## src/rtl/irq_ctrl_pkg.sv

```systemverilog
//==============================================================================
// Module : rv_csr_pkg
// Brief  : Shared CSR constants, interrupt FSM state type and cause selection.
// Rev    : 1.0  initial release
//==============================================================================
`default_nettype none

package rv_csr_pkg;

   localparam int MEI_BIT = 11;
   localparam int MTI_BIT = 7;
   localparam int MSI_BIT = 3;

   localparam logic [31:0] CAUSE_MEI = 32'h8000_000B;
   localparam logic [31:0] CAUSE_MSI = 32'h8000_0003;
   localparam logic [31:0] CAUSE_MTI = 32'h8000_0007;

   // Only the M-mode software, timer and external bits exist.
   localparam logic [31:0] IRQ_MASK = 32'h0000_0888;

   typedef enum logic [1:0] {
      IDLE  = 2'd0,
      REQ   = 2'd1,
      TAKEN = 2'd2
   } irq_state_t;

   // Priority MEI > MSI > MTI; only meaningful when pend is non-zero.
   function automatic logic [31:0] irq_cause_of(input logic [31:0] pend);
      if (pend[MEI_BIT])      return CAUSE_MEI;
      else if (pend[MSI_BIT]) return CAUSE_MSI;
      else                    return CAUSE_MTI;
   endfunction

endpackage

`default_nettype wire

```

## src/rtl/irq_ctrl_if.sv

```systemverilog
//==============================================================================
// Module : irq_ctrl_if
// Brief  : CSR / pipeline side signals of the M-mode interrupt controller.
// Rev    : 1.0  initial release
//==============================================================================
`default_nettype none

interface irq_ctrl_if;
   logic [31:0] mie;
   logic        mstatus_mie;
   logic        ext_irq_in;
   logic        timer_irq_in;
   logic [31:0] mip_in;
   logic        wr_mip;
   logic        irq_ack;
   logic        mret;
   logic [31:0] mip;
   logic        irq_req;
   logic [31:0] irq_cause;

   modport master (
      output mie, mstatus_mie, ext_irq_in, timer_irq_in, mip_in, wr_mip, irq_ack, mret,
      input  mip, irq_req, irq_cause
   );

   modport slave (
      input  mie, mstatus_mie, ext_irq_in, timer_irq_in, mip_in, wr_mip, irq_ack, mret,
      output mip, irq_req, irq_cause
   );
endinterface

`default_nettype wire

```

## src/rtl/irq_ctrl_sync.sv

```systemverilog
//==============================================================================
// Module : irq_sync
// Brief  : 1-bit two-flop synchroniser, asynchronous active-low reset.
// Rev    : 1.0  initial release
//==============================================================================
`default_nettype none

module irq_sync (
   input  wire logic clk,
   input  wire logic rst_n,
   input  wire logic d,
   output logic      q
);

   logic r_meta;
   logic r_sync;

   always_ff @(posedge clk or negedge rst_n) begin
      if (!rst_n) begin
         r_meta <= 1'b0;
         r_sync <= 1'b0;
      end else begin
         r_meta <= d;
         r_sync <= r_meta;
      end
   end

   assign q = r_sync;

endmodule

`default_nettype wire

```

## src/rtl/irq_ctrl.sv

```systemverilog
//==============================================================================
// Module : irq_ctrl
// Brief  : M-mode interrupt controller: mip register, gating, prioritised
//          req/ack trap request. IRQ_SYNC_EN adds 2-flop input synchronisers.
// Rev    : 1.0  initial release
//==============================================================================
`default_nettype none

module irq_ctrl
   import rv_csr_pkg::*;
(
   input  wire logic  clk,
   input  wire logic  rst_n,
   irq_ctrl_if.slave  bus
);

   logic        w_meip;
   logic        w_mtip;
   logic        r_msip;
   logic [31:0] w_mip;
   logic [31:0] w_pend;
   logic        w_any_pend;

   irq_state_t  r_state;
   irq_state_t  w_state_nxt;
   logic        r_irq_req;
   logic        w_irq_req_nxt;
   logic [31:0] r_cause;
   logic [31:0] w_cause_nxt;

`ifdef IRQ_SYNC_EN
   // Second synchroniser stage is the architectural mip bit.
   irq_sync u_sync_ext (.clk(clk), .rst_n(rst_n), .d(bus.ext_irq_in),   .q(w_meip));
   irq_sync u_sync_tmr (.clk(clk), .rst_n(rst_n), .d(bus.timer_irq_in), .q(w_mtip));
`else
   logic r_meip;
   logic r_mtip;

   always_ff @(posedge clk or negedge rst_n) begin
      if (!rst_n) begin
         r_meip <= 1'b0;
         r_mtip <= 1'b0;
      end else begin
         r_meip <= bus.ext_irq_in;
         r_mtip <= bus.timer_irq_in;
      end
   end

   assign w_meip = r_meip;
   assign w_mtip = r_mtip;
`endif

   always_ff @(posedge clk or negedge rst_n) begin
      if (!rst_n)          r_msip <= 1'b0;
      else if (bus.wr_mip) r_msip <= bus.mip_in[MSI_BIT];
   end

   assign w_mip      = {20'b0, w_meip, 3'b0, w_mtip, 3'b0, r_msip, 3'b0};
   assign w_pend     = w_mip & bus.mie & IRQ_MASK;
   assign w_any_pend = |w_pend;

   always_ff @(posedge clk or negedge rst_n) begin
      if (!rst_n) begin
         r_state   <= IDLE;
         r_irq_req <= 1'b0;
         r_cause   <= 32'b0;
      end else begin
         r_state   <= w_state_nxt;
         r_irq_req <= w_irq_req_nxt;
         r_cause   <= w_cause_nxt;
      end
   end

   always_comb begin
      w_state_nxt = r_state;
      w_cause_nxt = r_cause;
      case (r_state)
         IDLE: begin
            if (bus.mstatus_mie && w_any_pend) begin
               w_state_nxt = REQ;
               w_cause_nxt = irq_cause_of(w_pend);
            end
         end
         REQ: begin
            // Ack has priority over withdrawal; cause stays frozen while pending.
            if (bus.irq_ack)                             w_state_nxt = TAKEN;
            else if (!w_any_pend || !bus.mstatus_mie)    w_state_nxt = IDLE;
         end
         TAKEN: begin
            if (bus.mret) w_state_nxt = IDLE;
         end
         default: w_state_nxt = IDLE;
      endcase
      w_irq_req_nxt = (w_state_nxt == REQ);
   end

   assign bus.mip       = w_mip;
   assign bus.irq_req   = r_irq_req;
   assign bus.irq_cause = r_cause;

   logic w_unused;
   assign w_unused = ^{bus.mie, bus.mip_in};

endmodule

`default_nettype wire
```

## src/flat_wrapper.sv

```systemverilog
// flat-port wrapper written by rule: the top's interface ports become plain ports
module irq_ctrl_flat import rv_csr_pkg::*;
  (clk, rst_n, bus_mie, bus_mstatus_mie, bus_ext_irq_in, bus_timer_irq_in, bus_mip_in, bus_wr_mip, bus_irq_ack, bus_mret, bus_mip, bus_irq_req, bus_irq_cause);
  irq_ctrl_if bus_i ();
  input  wire logic clk;
  input  wire logic rst_n;
  input wire logic [$bits(bus_i.mie)-1:0] bus_mie;
  input wire logic [$bits(bus_i.mstatus_mie)-1:0] bus_mstatus_mie;
  input wire logic [$bits(bus_i.ext_irq_in)-1:0] bus_ext_irq_in;
  input wire logic [$bits(bus_i.timer_irq_in)-1:0] bus_timer_irq_in;
  input wire logic [$bits(bus_i.mip_in)-1:0] bus_mip_in;
  input wire logic [$bits(bus_i.wr_mip)-1:0] bus_wr_mip;
  input wire logic [$bits(bus_i.irq_ack)-1:0] bus_irq_ack;
  input wire logic [$bits(bus_i.mret)-1:0] bus_mret;
  output wire logic [$bits(bus_i.mip)-1:0] bus_mip;
  output wire logic [$bits(bus_i.irq_req)-1:0] bus_irq_req;
  output wire logic [$bits(bus_i.irq_cause)-1:0] bus_irq_cause;
  assign bus_i.mie = bus_mie;
  assign bus_i.mstatus_mie = bus_mstatus_mie;
  assign bus_i.ext_irq_in = bus_ext_irq_in;
  assign bus_i.timer_irq_in = bus_timer_irq_in;
  assign bus_i.mip_in = bus_mip_in;
  assign bus_i.wr_mip = bus_wr_mip;
  assign bus_i.irq_ack = bus_irq_ack;
  assign bus_i.mret = bus_mret;
  assign bus_mip = bus_i.mip;
  assign bus_irq_req = bus_i.irq_req;
  assign bus_irq_cause = bus_i.irq_cause;
  irq_ctrl u_core (.clk(clk), .rst_n(rst_n), .bus(bus_i));
endmodule
```

## config.mk

```make
export PLATFORM = sky130hd
export DESIGN_NAME = irq_ctrl_flat
export DESIGN_NICKNAME = d
export VERILOG_FILES = /design/src/rtl/irq_ctrl_pkg.sv /design/src/rtl/irq_ctrl_if.sv /design/src/rtl/irq_ctrl_sync.sv /design/src/rtl/irq_ctrl.sv /design/src/flat_wrapper.sv
export SDC_FILE = /design/constraint.sdc
export NUM_CORES = 1
export LEC_CHECK = 0
export CAP_MARGIN = 10
export CORE_AREA = 2 2 53 55
export DETAILED_ROUTE_END_ITERATION = 6
export DIE_AREA = 0 0 55 57
export DONT_BUFFER_PORTS = 1
export SYNTH_ARGS = -nofsm -noshare
export SYNTH_HDL_FRONTEND = slang
export SYNTH_HIERARCHICAL = 1
export SYNTH_SLANG_ARGS = --single-unit
```

## constraint.sdc

```tcl
create_clock -name clk -period 3 [get_ports clk]
set_clock_uncertainty 0.05 [all_clocks]
set_input_delay 0.3 -clock clk [delete_from_list [all_inputs] [get_ports clk]]
set_output_delay 0.3 -clock clk [all_outputs]
set_load 0.02 [all_outputs]
```

==> run metrics <==
run status completed; pre-CTS setup slack 1540 ps; worst-margin pin slew between 600 and 700 ps; post-route setup slack 1520 ps; Final Max Tran Viols 0; latest clock arrival within the worst-skew pair 260 ps; r2r setup slk 1520 ps; Max clock buf depth 2; crit path launch u_core/r_meip; Hold Slack 12.3 ps; CP cell instances a222oi_1 -> o21ai_1 -> nand2_1; die area 3140 um2; Final min period 1480 ps; layout cells sized above 1 0.0575; DIE WIDTH 55 um; pwr/cell area 551 nW/um2; gr usage total 0.0648; Leak 0.352 nW; top fanout value on the critical path 4; Avg Synthesized Cell Area 9.13 um2; Slew headroom 0.573; Reg2Reg Depth 3; Fmax 674 MHz; I/O pins 137; ys async rst share 1.00; R2R Path Start u_core/r_meip; GP Congestion 0.714; Core Footprint 2620 um2; part of the cycle the worst path needs 0.495; initial core utilization 0.307; H-tree levels 1; largest net degree at the start of global routing 10; Arr. time, crit path 1640 ps; Via Count 389; Synthesis Warnings 6; clock root buffer clkbuf_4; #FFs+latches synth 9; Area Growth Syn to Fin -22.0%; Synth top cells by count buf_4 (61), dfrtp_1 (9), nand2_1 (3); Die Span Y 57 um; DR vias/cell around 3.3; Layout Nets 160; ys flop type dfrtp_1; final setup vio count 0; peak supply drop 0.219 mV; 1st-pass router iterations 4; clk slew on worst S/H paths 70 ps; crit-path leading delay family compound AO/OA/AOI/OAI gates; vias in the first global route around 270; startpoint types flip-flop; initial antenna violation count 0; Clock Sinks 9; # rows 19; worst path bufs/invs 0; Worst path depth 3; hold crit path type in2reg; Seq/Total Area, Yosys 0.280; Synth area leader buf_4; critical path endpoint category flip-flop; WS Path Type reg2reg; setup TNS 0 ps; Hold Vio Cnt, Final 0; Cell variety after synth 17; FF-to-FF End u_core/bus.irq_cause[3]; antenna diode count 0; Post-DRT Antenna Nets 0; RSZ-0062 raised after global routing false; Hold Path Stages 0; final wirelength 1070 um; top cell type's share of synthesized area 0.570; port bufs 0; netlist area before placement 803 um2; Critical Path RT 3150 ps; hold path startpoint bus_ext_irq_in; Hold Crit Endpoint u_core/r_meip; CP max stage delay 660 ps; DP HPWL 912 um; Remaining DRCs 0; wire per inst 9.08 um; total grt overflow 0; max-cap violations 0; Synth area leaders buf_4 (57%), dfrtp_1 (28%), nor4bb_1 (2.5%), mux2_2 (1.4%), nand2_1 (1.4%); CTS Buf Count 3; postcts setup bufs 0; most common cell in the synthesized netlist buf_4; 1st-iter DRT viols 12; first-pass GRT wire length about 1400 um; CTS tree done; Cells after Synth 88; number of flops mapped to enable cells by yosys 0; crit path max-delay cell type a222oi_1
-- state kept, by name, indices dropped and copies added (netlist names) --
signal / count
u_core/bus.irq_cause: 3
u_core/bus.irq_req: 1
u_core/r_meip: 1
u_core/r_msip: 1
u_core/r_mtip: 1
u_core/r_state: 2
-- report_power, final --
part           switching (mW)  leakage, nW  internal (mW)
Combinational          0.0743        0.229         0.0125
Clock                  0.0451       0.0150         0.0514
Sequential             0.0268        0.108          0.135
Total                   0.146        0.352          0.199
-- how the worst max path moves through the flow --
stage	to	slack [ps]
after global routing	u_core/bus.irq_cause[3]	1440
after detailed placement	u_core/bus.irq_cause[3]	1540
after global placement	u_core/bus.irq_cause[3]	1580
final	u_core/bus.irq_cause[3]	1520
after floorplan	u_core/bus.irq_cause[1]	1830
after CTS	u_core/bus.irq_cause[3]	1510
-- metal layers --
metal	global-route usage	routed length, um	vias to the layer above
met3	0.0419	182	0
met2	0.0969	560	43
met4	0.0314	0	0
met5	0	0	-
li1	-	-	164
met1	0.0695	329	182
-- layout make-up --
cell class | count | area, um2
sequential | 9 | 225
fill | 284 | 1990
multi-input combinational | 73 | 327
timing repair buffer | 1 | 10.0
clock buffer | 4 | 26.3
tap | 31 | 38.8
-- per-stage QoR --
stage | area, um2 | utilization | power [mW] | cells
finish | 627 | 0.240 | 0.345 | 118
global route | 627 | 0.240 | 0.364 | 118
CTS | 627 | 0.240 | 0.346 | 118
detailed placement | 591 | 0.226 | 0.247 | 113
global placement | 591 | 0.226 | 0.245 | 113
floorplan | 1010 | - | 0.299 | 143
-- logic make-up (layout without fill, tap and decap cells) --
group | after synthesis | after routing | synth area share
flip-flops | 9 | 9 | 0.280
other | 1 | 56 | 0.00467
AND/OR/NAND/NOR | 9 | 9 | 0.0701
multiplexers | 1 | 1 | 0.0140
buffers and inverters | 61 | 5 | 0.570
AO/OA/AOI/OAI | 7 | 7 | 0.0607
-- cell usage in the layout, fill, tap and decap left out, drive strengths merged --
cell         Yosys  routed
a21oi            1       1
a222oi           1       1
a22o             1       1
a31oi            1       1
clkbuf           0       4
conb             1      56
dfrtp            9       9
dlygate4sd3      0       1
mux2             1       1
nand2            3       3
nand3            1       1
nor2             1       1
nor3b            1       1
nor4bb           2       2
o21ai            2       2
o21bai           1       1
or3b             1       1
-- timing repair --
item	in CTS	in global routing
hold endpoints to repair	9	0
resized for setup	0	0
hold buffers	1	0
(Power assumes the default switching activity.)
